### config.mk
export PLATFORM = sky130hd
export DESIGN_NAME = count_scan_display
export DESIGN_NICKNAME = d
export VERILOG_FILES = /design/src/rtl/count_disp_pkg.sv /design/src/rtl/hex7seg.sv /design/src/rtl/count_scan_display.sv
export SDC_FILE = /design/constraint.sdc
export NUM_CORES = 1
export LEC_CHECK = 0
export BUFFER_PORTS_ARGS = -buffer_cell sky130_fd_sc_hd__buf_4
export CAP_MARGIN = 20
export CORE_ASPECT_RATIO = 0.9
export CORE_UTILIZATION = 40
export CTS_BUF_LIST = sky130_fd_sc_hd__clkbuf_8
export CTS_CLUSTER_SIZE = 14
export DETAILED_ROUTE_END_ITERATION = 7
export GPL_TIMING_DRIVEN = 0
export PLACE_DENSITY = 0.57
export RECOVER_POWER = 100
export SYNTH_ARGS = -nofsm -noshare
export SYNTH_HDL_FRONTEND = slang
export SYNTH_HIERARCHICAL = 1
export SYNTH_SLANG_ARGS = --single-unit
### constraint.sdc
create_clock -name clk -period 2.7 [get_ports clk]
set_input_delay 0.135 -clock clk [delete_from_list [all_inputs] [get_ports clk]]
set_output_delay 0.135 -clock clk [all_outputs]
set_load 0.05 [all_outputs]
### src/rtl/count_disp_pkg.sv
// rtl/count_disp_pkg.sv - shared constants for the count/wrap 7-segment display path
//
// Purpose: segment patterns for hex digits, the blank pattern and the digit
// index values shared by the display stage and its decoder.
// Ports: none (package).

package count_disp_pkg;

    // Segment patterns, bit order {g,f,e,d,c,b,a}, active-high.
    localparam logic [6:0] SEG_HEX [0:15] = '{
        7'h3F, 7'h06, 7'h5B, 7'h4F, 7'h66, 7'h6D, 7'h7D, 7'h07,
        7'h7F, 7'h6F, 7'h77, 7'h7C, 7'h39, 7'h5E, 7'h79, 7'h71
    };

    localparam logic [6:0] SEG_BLANK = 7'h00;

    // Value of the digit-select bit for each digit position.
    localparam logic DIG_CNT  = 1'b0;
    localparam logic DIG_WRAP = 1'b1;

endpackage

### src/rtl/hex7seg.sv
// rtl/hex7seg.sv - combinational 4-bit to 7-segment decoder
//
// Purpose: maps a hex nibble onto its segment pattern.
// Ports:
//   val - 4-bit value to display
//   seg - segment drive {g,f,e,d,c,b,a}, active-high

module hex7seg
    import count_disp_pkg::*;
(
    input  logic [3:0] val,
    output logic [6:0] seg
);

    assign seg = SEG_HEX[val];

endmodule

### src/rtl/count_scan_display.sv
// rtl/count_scan_display.sv - 2-digit multiplexed display of live count and wrap tally
//
// Purpose: registers the upstream counter value, counts 15->0 wraps mod 16,
// and alternates the two digits on the display every SCAN_DIV cycles.
// Ports:
//   clk      - system clock, rising edge
//   reset    - asynchronous active-low reset (0 = reset)
//   q_in     - 4-bit counter value from the upstream up-counter
//   seg      - registered segment drive {g,f,e,d,c,b,a}, active-high
//   an       - registered one-hot digit enables; an[0] count, an[1] wrap tally
//   wrap_cnt - number of wraps observed, mod 16

module count_scan_display
    import count_disp_pkg::*;
#(
    parameter int SCAN_DIV = 100000
) (
    input  logic       clk,
    input  logic       reset,
    input  logic [3:0] q_in,
    output logic [6:0] seg,
    output logic [1:0] an,
    output logic [3:0] wrap_cnt
);

    localparam int CNT_W = $clog2(SCAN_DIV + 1);
    localparam logic [CNT_W-1:0] SCAN_LAST = CNT_W'(SCAN_DIV - 1);

    logic [3:0]       q_s_q, q_s_d;
    logic [3:0]       wrap_cnt_q, wrap_cnt_d;
    logic [CNT_W-1:0] scan_q, scan_d;
    logic             sel_q, sel_d;
    logic [6:0]       seg_q, seg_d;
    logic [1:0]       an_q, an_d;

    logic [3:0]       digit_val;
    logic [6:0]       digit_seg;

    hex7seg u_hex7seg (
        .val (digit_val),
        .seg (digit_seg)
    );

    always_comb begin
        q_s_d      = q_in;
        wrap_cnt_d = wrap_cnt_q;
        scan_d     = scan_q + CNT_W'(1);
        sel_d      = sel_q;

        // Only a genuine F->0 step is a wrap; since q_s resets to 0 the
        // first sample after reset can never look like one.
        if (q_s_q == 4'hF && q_in == 4'h0) begin
            wrap_cnt_d = wrap_cnt_q + 4'd1;
        end

        if (scan_q == SCAN_LAST) begin
            scan_d = '0;
            sel_d  = ~sel_q;
        end

        // The output register shows the values held this cycle, so a new
        // sample or wrap appears on the display one edge later.
        digit_val = (sel_q == DIG_WRAP) ? wrap_cnt_q : q_s_q;
        an_d      = (sel_q == DIG_CNT) ? 2'b01 : 2'b10;
        seg_d     = digit_seg;
    end

    always_ff @(posedge clk or negedge reset) begin
        if (!reset) begin
            q_s_q      <= 4'h0;
            wrap_cnt_q <= 4'h0;
            scan_q     <= '0;
            sel_q      <= DIG_CNT;
            seg_q      <= SEG_BLANK;
            an_q       <= 2'b00;
        end else begin
            q_s_q      <= q_s_d;
            wrap_cnt_q <= wrap_cnt_d;
            scan_q     <= scan_d;
            sel_q      <= sel_d;
            seg_q      <= seg_d;
            an_q       <= an_d;
        end
    end

    assign seg      = seg_q;
    assign an       = an_q;
    assign wrap_cnt = wrap_cnt_q;

endmodule

[Word-level counts from Yosys, hierarchy flattened]
Memory sizes are Yosys's and may differ from the RTL's. A register that Yosys moved wholly into a read port is not among the register bits.
Cells that the tools add are included.
Operators by class
  mux-type cells: 3
  reduce and logical (&&, ||, !) cells: 3
  equality and inequality tests: 2
  bitwise logic cells: 2
  add/subtract/negate cells: 2
Operators by type and width (number)
  17-bit by 1-bit adder with 17-bit output, second input constant: 1
  17-bit == test, second input constant: 1
  17-bit two-way mux: 1
  4-bit NOT with 5-bit output: 1
  4-bit by 1-bit adder with 4-bit output, second input constant: 1
  4-bit == test, second input constant: 1
  4-bit zero test: 1
  4-bit two-way mux: 1
  2-bit two-way mux: 1
  1-bit logical AND: 1
  1-bit zero test: 1
  1-bit NOT: 1
Storage, ports and cells
  word-level logic and storage cells: 18
  memories kept: 1
  memory bits (read-only): 112
  bits in registers: 28
  input port bits: 6
Memories
  (no name shown): depth 16, bits a word 7, rd ports 1, clocked after Yosys merged registers in 1, wr ports 0, RTL line hex7seg.sv:15  | assign seg = SEG_HEX[val];

[Depth between registers and ports, before layout]
Gate-level depths: netlist of run 1.
  depth after elaboration: 2
  depth in mapped cells: 5
  mapped depth without buffers: 5

[By module]
The synthesis of run 1 kept the hierarchy.
Modules (own cells, without submodules)
  count_scan_display: sequential area each 875.8 um^2, times used 1, area each 1405.1 um^2, cells an instance 109
  hex7seg: sequential area each 0.0 um^2, times used 1, area each 287.8 um^2, cells an instance 33

[Least setup slack after synthesis of run 1]
Ideal clock, no wire load.
  path type: reg-to-reg
  from: register wrap_cnt_q[0], in the netlist wrap_cnt[0]
  to: register seg_q[3], in the netlist seg[3]
  cell stages (with the launch flop): 5
  period minus slack after synthesis: 1.949 ns
  library setup time: 0.140 ns
  arrival time: 1.808 ns
  path slack: 0.751 ns
  cell sequence: dfrtp_1 > mux2_2 > inv_1 > ha_1 > mux4_1
Between the ends
  cells in the longest elaborated chain, start to end: 2
Ends and longest elaborated chain
  start, declared: RTL line count_scan_display.sv:30  | logic [3:0] wrap_cnt_q, wrap_cnt_d;
  start signal, assigned: RTL line count_scan_display.sv:78  | wrap_cnt_q <= wrap_cnt_d;
  4-bit two-way mux: RTL line count_scan_display.sv:63  | digit_val = (sel_q == DIG_WRAP) ? wrap_cnt_q : q_s_q;
  named net digit_val[0]: RTL line count_scan_display.sv:36  | logic [3:0] digit_val;
  4-bit NOT with 5-bit output (not written as such): RTL line hex7seg.sv:15
  end, declared: RTL line count_scan_display.sv:33  | logic [6:0] seg_q, seg_d;
The timed path passes the listed nets, and every way through them passes these cells.
A chain may end at the register's enable or synchronous reset.

[Worst setup path in the final report of run 1]
  from: register scan_q[13]
  to: register scan_q[9]
Between the ends
  cells in the longest elaborated chain, start to end: 2
Ends and longest elaborated chain
  start, declared: RTL line count_scan_display.sv:31  | logic [CNT_W-1:0] scan_q, scan_d;
  start signal, assigned: RTL line count_scan_display.sv:79  | scan_q <= scan_d;
  17-bit == test: RTL line count_scan_display.sv:56  | if (scan_q == SCAN_LAST) begin
  17-bit two-way mux: RTL line count_scan_display.sv:56
  named net scan_d[9]: RTL line count_scan_display.sv:31
The timed path passes the listed nets, and every way through them passes these cells.

==> results.sh, run 1 <==
export IMPL_seqPwrFrac_pct=48.2
export IMPL_tightest_slew_ps=914.1
export IMPL_cts_sinks=35
export IMPL_combinationalPowerShare_pct=10.6
export IMPL_drcViolationCount=3
export IMPL_gp_congestion=0.8181
export IMPL_ir_drop_mv=0.2483
export IMPL_period_needed_ps=2072
export IMPL_area_growth_pct=17.52
export IMPL_synth_xor_area_share_pct=8.795
export IMPL_grt_pass1_wl_mm=5.099
export IMPL_synth_seq_area_share_pct=51.74
export IMPL_outcome="complete, but fails checks"
export IMPL_antennaDiodeCount=0
export IMPL_ios=19
export IMPL_sw_frac_of_total_pct=25.17
export IMPL_ant_nets=0
export IMPL_root_buffer="clkbuf_8"
export IMPL_vias=1131
export IMPL_drv_cap=0
export IMPL_setup_worst_path_end_class="flop"
export IMPL_netlist_instances=142
export IMPL_crit_arrival_ps=2200
export IMPL_yosysWarnings=6
export IMPL_syn_area_sq_um=1693
export IMPL_finalWirelength_mm=2.950
export IMPL_yosysUniqueCellTypes=33
export IMPL_hp_class="in2async"
export IMPL_clockBufferDepth=2
export IMPL_drtIter0Drc=43
export IMPL_path_max_fanout=9
export IMPL_htreeDepth=2
export IMPL_overflow=0
export IMPL_critical_path_class="reg2reg"
export IMPL_relSlewSlack_pct=38.56
export IMPL_violations="DRC"
export IMPL_die_y_um=63.72
export IMPL_worstSetupStartpointType="flop"
export IMPL_skew_ps=5.193
export IMPL_max_freq_ghz=0.4827
export IMPL_nNetsFinal=187
export IMPL_wire_per_inst_um=13.35
export IMPL_leakage_uw=0.0008964
export IMPL_grt_pass1_vias=1121
export IMPL_required_ps=2830
export IMPL_synth_simple_gate_area_share_pct=18.03
export IMPL_avgSynthCellArea_sq_um=11.92
export IMPL_hpwl_mm=2.065
export IMPL_finalHoldViolations=0
export IMPL_setup_tns_final_ps=0
export IMPL_cts_made_buffers=5
export IMPL_drive_gt1_share_pct=13.87
export IMPL_ys_ff_latch=35
export IMPL_antenna_found_initial=0
export IMPL_grt_usage_pct=15.17
export IMPL_dieWidth_um=70.58
export IMPL_core_area_sq_um=4074
export IMPL_initial_core_util_pct=41.55
export IMPL_row_count=22
export IMPL_finalSetupViolCount=0
export IMPL_synthAdderAreaFrac_pct=6.652
export IMPL_holdWs_ps=325.3
export IMPL_synth_top_family_by_area="simple AND/OR/NAND/NOR gates"
export IMPL_clkTransAtPathRegs_ps=70
export IMPL_vias_per_cell=5.118
export IMPL_post_cts_buffers=0
export IMPL_clk_latency_ps=290
export IMPL_grt_max_degree=36
export IMPL_maxSlewViolCount=0
export IMPL_rsz0062_at_grt="false"
export IMPL_period_share_pct=76.72
export IMPL_port_buffers=18
export IMPL_synth_edf_count=0
export IMPL_cts_tree="yes"
export IMPL_reg2reg_depth=3
export IMPL_synthMuxAreaShare_pct=8.647
export IMPL_ys_async_sr_fraction_pct=100.0
export IMPL_synth_ff_type="dfrtp_1"
export IMPL_p_switching_uw=286.2
export IMPL_firstDrtPassIters=6
export IMPL_die_area_sq_um=4497
export IMPL_internal_power_uw=850.8
export IMPL_synth_compound_area_share_pct=3.622
export IMPL_clock_power_share_pct=41.2
export IMPL_synth_nets=157
export IMPL_powerDensity_nw_per_um2=571.5
export IMPL_nFillCells=383
==> critical path, stage by stage (launching register included) <==
cell and delay, ps:
dfrtp_1 430, or4b_4 540, nor4_2 820, nor2_1 120
==> cells in the mapped netlist (all sizes together), types with 2 or more instances <==
cell type  number  share of area, %
nand3b          2              0.89
nand2           7               1.6
nor3            3              0.89
mux2i           3               1.8
dfrtp          35                52
or4             2               1.1
nand3           5               1.5
xnor2          11               5.7
nor2           12               2.7
buf             2              0.96
nand4           8               3.0
mux2            8               5.3
ha              9               6.7
a21oi           4               1.2
xor2            6               3.1
nor2b           2              0.74
inv             7               1.6
and4            3               1.6
==> per-layer routing <==
layer	GRT usage [%]	vias up	part of all wire [%]
li1	-	556	-
met1	17.11	549	45
met2	25.00	18	48
met3	5.600	8	3.6
met4	8.250	0	2.9
met5	0	-	0
==> kinds of logic after synthesis <==
group,Yosys count
and+or+nand+nor,51
DFF,35
xor gates and xnor gates,17
muxes,12
AOI/OAI and AO/OA,9
buffers and inverters,9
adders and majority gates,9
==> placed cells by master (no fill, tap or decap), types with 2 or more instances in the layout <==
| cell | netlist | final |
|---|---|---|
| nor2b_1 | 2 | 2 |
| clkbuf_1 | 0 | 13 |
| mux2_2 | 8 | 6 |
| dfrtp_1 | 35 | 35 |
| xor2_1 | 6 | 6 |
| a21oi_1 | 4 | 4 |
| inv_1 | 7 | 7 |
| nand4_1 | 8 | 8 |
| dlygate4sd3_1 | 0 | 5 |
| ha_1 | 9 | 9 |
| xnor2_1 | 11 | 11 |
| nand3_1 | 5 | 5 |
| or4_1 | 1 | 2 |
| mux2i_1 | 3 | 3 |
| clkbuf_8 | 0 | 5 |
| mux2_1 | 0 | 2 |
| nand3b_1 | 2 | 2 |
| clkbuf_4 | 0 | 4 |
| nor2_1 | 12 | 12 |
| nor3_1 | 3 | 3 |
| and4_1 | 3 | 3 |
| nand2_1 | 7 | 7 |
==> registers in the layout, summed over array words and instances (netlist names) <==
name	cells
seg	7
sel_q	1
wrap_cnt	4
scan_q	17
an	2
q_s_q	4
==> path summary, 6_finish.rpt <==
kind	from	to	slack (ps)
max in group asynchronous	reset	wrap_cnt[3]$_DFFE_PN0P_	2060
min	reset	scan_q[4]$_DFF_PN0_	330
max reg2reg	scan_q[13]$_DFF_PN0_	scan_q[9]$_DFF_PN0_	630
max	scan_q[13]$_DFF_PN0_	scan_q[9]$_DFF_PN0_	630
min in group clk	scan_q[0]$_DFF_PN0_	scan_q[0]$_DFF_PN0_	480
min reg2reg	scan_q[0]$_DFF_PN0_	scan_q[0]$_DFF_PN0_	480
==> power groups by stage <==
stage | Combinational (uW) | Clock [uW] | Sequential, uW
after floorplan | 38.1 | 0 | 602
final | 120 | 469 | 548
after global routing | 131 | 519 | 550
after CTS | 133 | 488 | 548
after detailed placement | 128 | 0 | 558
after global placement | 126 | 0 | 558
==> cell type report <==
type                            instances  area (sq um)  area share [%]
Buffer                                  2         16.27          0.8176
Clock buffer                            5         68.82           3.459
Sequential cell                        35         875.8           44.03
Clock inverter                          3         43.79           2.201
Tap cell                               48         60.06           3.019
Timing Repair Buffer                   23         136.4           6.855
Inverter                                7         26.28           1.321
Multi-Input combinational cell         98         762.0           38.30
==> metrics by stage <==
step	instances	total power [uW]	util, %	area (sq um)	setup WS, ps
floorplan	142	639.7	-	1693	751.3
global placement	208	683.7	46.35	1888	814.9
detailed placement	208	685.5	46.35	1888	781.5
CTS	221	1170	50.34	2051	757.3
global route	221	1200	48.83	1989	479.9
finish	221	1137	48.83	1989	628.5
==> what timing repair did <==
item,in CTS,in global routing
hold buffers,5,0
gates resized for setup,0,0
endpoints found under the setup margin,0,0
endpoints found under the hold margin,39,0
No activity file was read; power rests on OpenSTA's default activity.
==> run 2, diff against run 1 <==
- clock period: 2.7 -> 1.98 ns (I/O delays scaled with it)
==> results.sh, run 2 (synthesis results as in run 1) <==
export IMPL_outcome="complete, but fails checks"
export IMPL_violations="DRC"
export IMPL_layout_common_cells="dfrtp_1, clkbuf_1, nor2_1, xnor2_1"
export IMPL_finalWirelength_mm=2.954
export IMPL_powerDensity_nw_per_um2=775.1
export IMPL_overflow=0
export IMPL_use_met3_pct=5.600
export IMPL_finalSetupViolCount=0
export IMPL_ios=19
export IMPL_nNetsFinal=187
export IMPL_drv_cap=0
export IMPL_root_buffer="clkbuf_8"
export IMPL_setup_tns_final_ps=0
export IMPL_worst_slack_ps=115.1
export IMPL_path_max_fanout=6
export IMPL_regMostFlops="scan_q"
export IMPL_initial_core_util_pct=41.55
export IMPL_setup_worst_path_end_class="flop"
export IMPL_firstDrtPassIters=6
export IMPL_clk_latency_ps=290
export IMPL_busiest_layer="met2"
export IMPL_gp_congestion=0.8181
export IMPL_sw_frac_of_total_pct=25.13
export IMPL_antenna_found_initial=0
export IMPL_worstSetupStartpointType="flop"
export IMPL_wire_per_inst_um=13.37
export IMPL_cts_tree="yes"
export IMPL_rsz0062_at_grt="false"
export IMPL_drive_gt1_share_pct=16.18
export IMPL_ant_nets=0
export IMPL_p_switching_uw=389.4
export IMPL_largest_reg_flops=17
export IMPL_max_freq_ghz=0.5362
export IMPL_timing_rr_start="sel_q$_DFFE_PN0N_"
export IMPL_critical_path_class="reg2reg"
export IMPL_grt_met2_usage_pct=25.00
export IMPL_vias_per_cell=5.095
export IMPL_dpl_cell_area_sq_um=1888
export IMPL_crit_path_start="sel_q$_DFFE_PN0N_"
export IMPL_relSlewSlack_pct=43.34
export IMPL_row_count=22
export IMPL_dieWidth_um=70.58
export IMPL_clock_power_share_pct=41.2
export IMPL_grt_max_degree=36
export IMPL_tightest_slew_ps=849.9
export IMPL_htreeDepth=2
export IMPL_drtIter0Drc=42
export IMPL_required_ps=2140
export IMPL_combinationalPowerShare_pct=10.6
export IMPL_post_cts_buffers=0
export IMPL_cts_made_buffers=5
export IMPL_die_area_sq_um=4497
export IMPL_finalHoldViolations=0
export IMPL_finalPower_uw=1550
export IMPL_internal_power_uw=1160
export IMPL_clockBufferDepth=2
export IMPL_final_common_cell="dfrtp_1"
export IMPL_period_share_pct=94.19
export IMPL_grt_pass1_vias=1121
export IMPL_port_buffers=18
export IMPL_holdWs_ps=444.9
export IMPL_leakage_uw=0.0008919
export IMPL_period_needed_ps=1865
export IMPL_crit_arrival_ps=2030
export IMPL_hp_class="in2async"
export IMPL_seqPwrFrac_pct=48.2
export IMPL_core_area_sq_um=4074
export IMPL_grt_usage_pct=15.17
export IMPL_preCtsSetupSlack_ps=61.53
export IMPL_grt_pass1_wl_mm=5.099
export IMPL_fin_area_sq_um=1999
export IMPL_vias=1126
export IMPL_met1_usage_pct=17.11
export IMPL_antennaDiodeCount=0
export IMPL_cts_sinks=35
export IMPL_maxSlewViolCount=0
export IMPL_area_growth_pct=18.11
export IMPL_ir_drop_mv=0.3395
export IMPL_drcViolationCount=3
export IMPL_hpwl_mm=2.065
export IMPL_clkTransAtPathRegs_ps=70
export IMPL_skew_ps=4.984
export IMPL_die_y_um=63.72
[run 2: cell types whose count changed in the layout (fill, tap and decap cells not counted)]
cell	previous run	this run
buf_4	1	0
clkbuf_2	0	1
dfrtp_1	35	34
dfrtp_2	0	1
ha_1	9	8
ha_2	0	1
mux2_1	2	0
mux2_2	6	8
nor4_2	1	0
nor4_4	0	1
[run 2: metal layers]
metal	up-vias	wire length, um	share of wire [%]
met3	8	100	3.4
met2	16	1404	48
met1	543	1361	46
li1	559	-	-
met4	0	87	2.9
met5	-	0	0
[run 2: path summary, 6_finish.rpt]
check                                       to  slack [ps]  cells after the start
max in group asynchronous    sel_q$_DFFE_PN0N_         940                      2
min reg2reg                    an[1]$_DFF_PN0_         480                      0
max                           seg[3]$_DFF_PN0_         120                      5
min                        scan_q[4]$_DFF_PN0_         440                      2
max reg2reg                   seg[3]$_DFF_PN0_         120                      5
min in group clk            q_s_q[0]$_DFF_PN0_         480                      2
[run 2: repair_timing]
item | in CTS | in global routing
hold buffers | 5 | 0
resized for setup | 0 | 2
hold endpoints to repair | 39 | 0
endpoints found under the setup margin | 0 | 1
[run 2: area by class of cell]
| type | instances | area, sq um |
|---|---|---|
| Buffer | 2 | 16.27 |
| Clock inverter | 3 | 43.79 |
| Clock buffer | 5 | 68.82 |
| Timing Repair Buffer | 23 | 133.9 |
| Inverter | 7 | 26.28 |
| Sequential cell | 35 | 877.1 |
| Tap cell | 48 | 60.06 |
| Multi-Input combinational cell | 98 | 773.2 |
| Fill cell | 378 | 2074 |
[run 2: power by group through the flow]
stage                     Combinational (uW)  Clock, uW  Sequential [uW]
after CTS                                182        666              747
after global routing                     178        708              750
after floorplan                         52.0          0              820
after global placement                   172          0              760
final                                    164        639              747
after detailed placement                 174          0              761
[run 2: critical path, stage by stage, from the launching register on]
cell,delay (ps)
dfrtp_2,430
mux2_2,400
inv_1,140
ha_2,240
inv_1,60
mux4_1,470
[run 2: stage by stage]
stage | util, % | cells
final | 49.08 | 221
after global routing | 49.08 | 221
after CTS | 50.34 | 221
after detailed placement | 46.35 | 208
after global placement | 46.35 | 208
after floorplan | - | 142
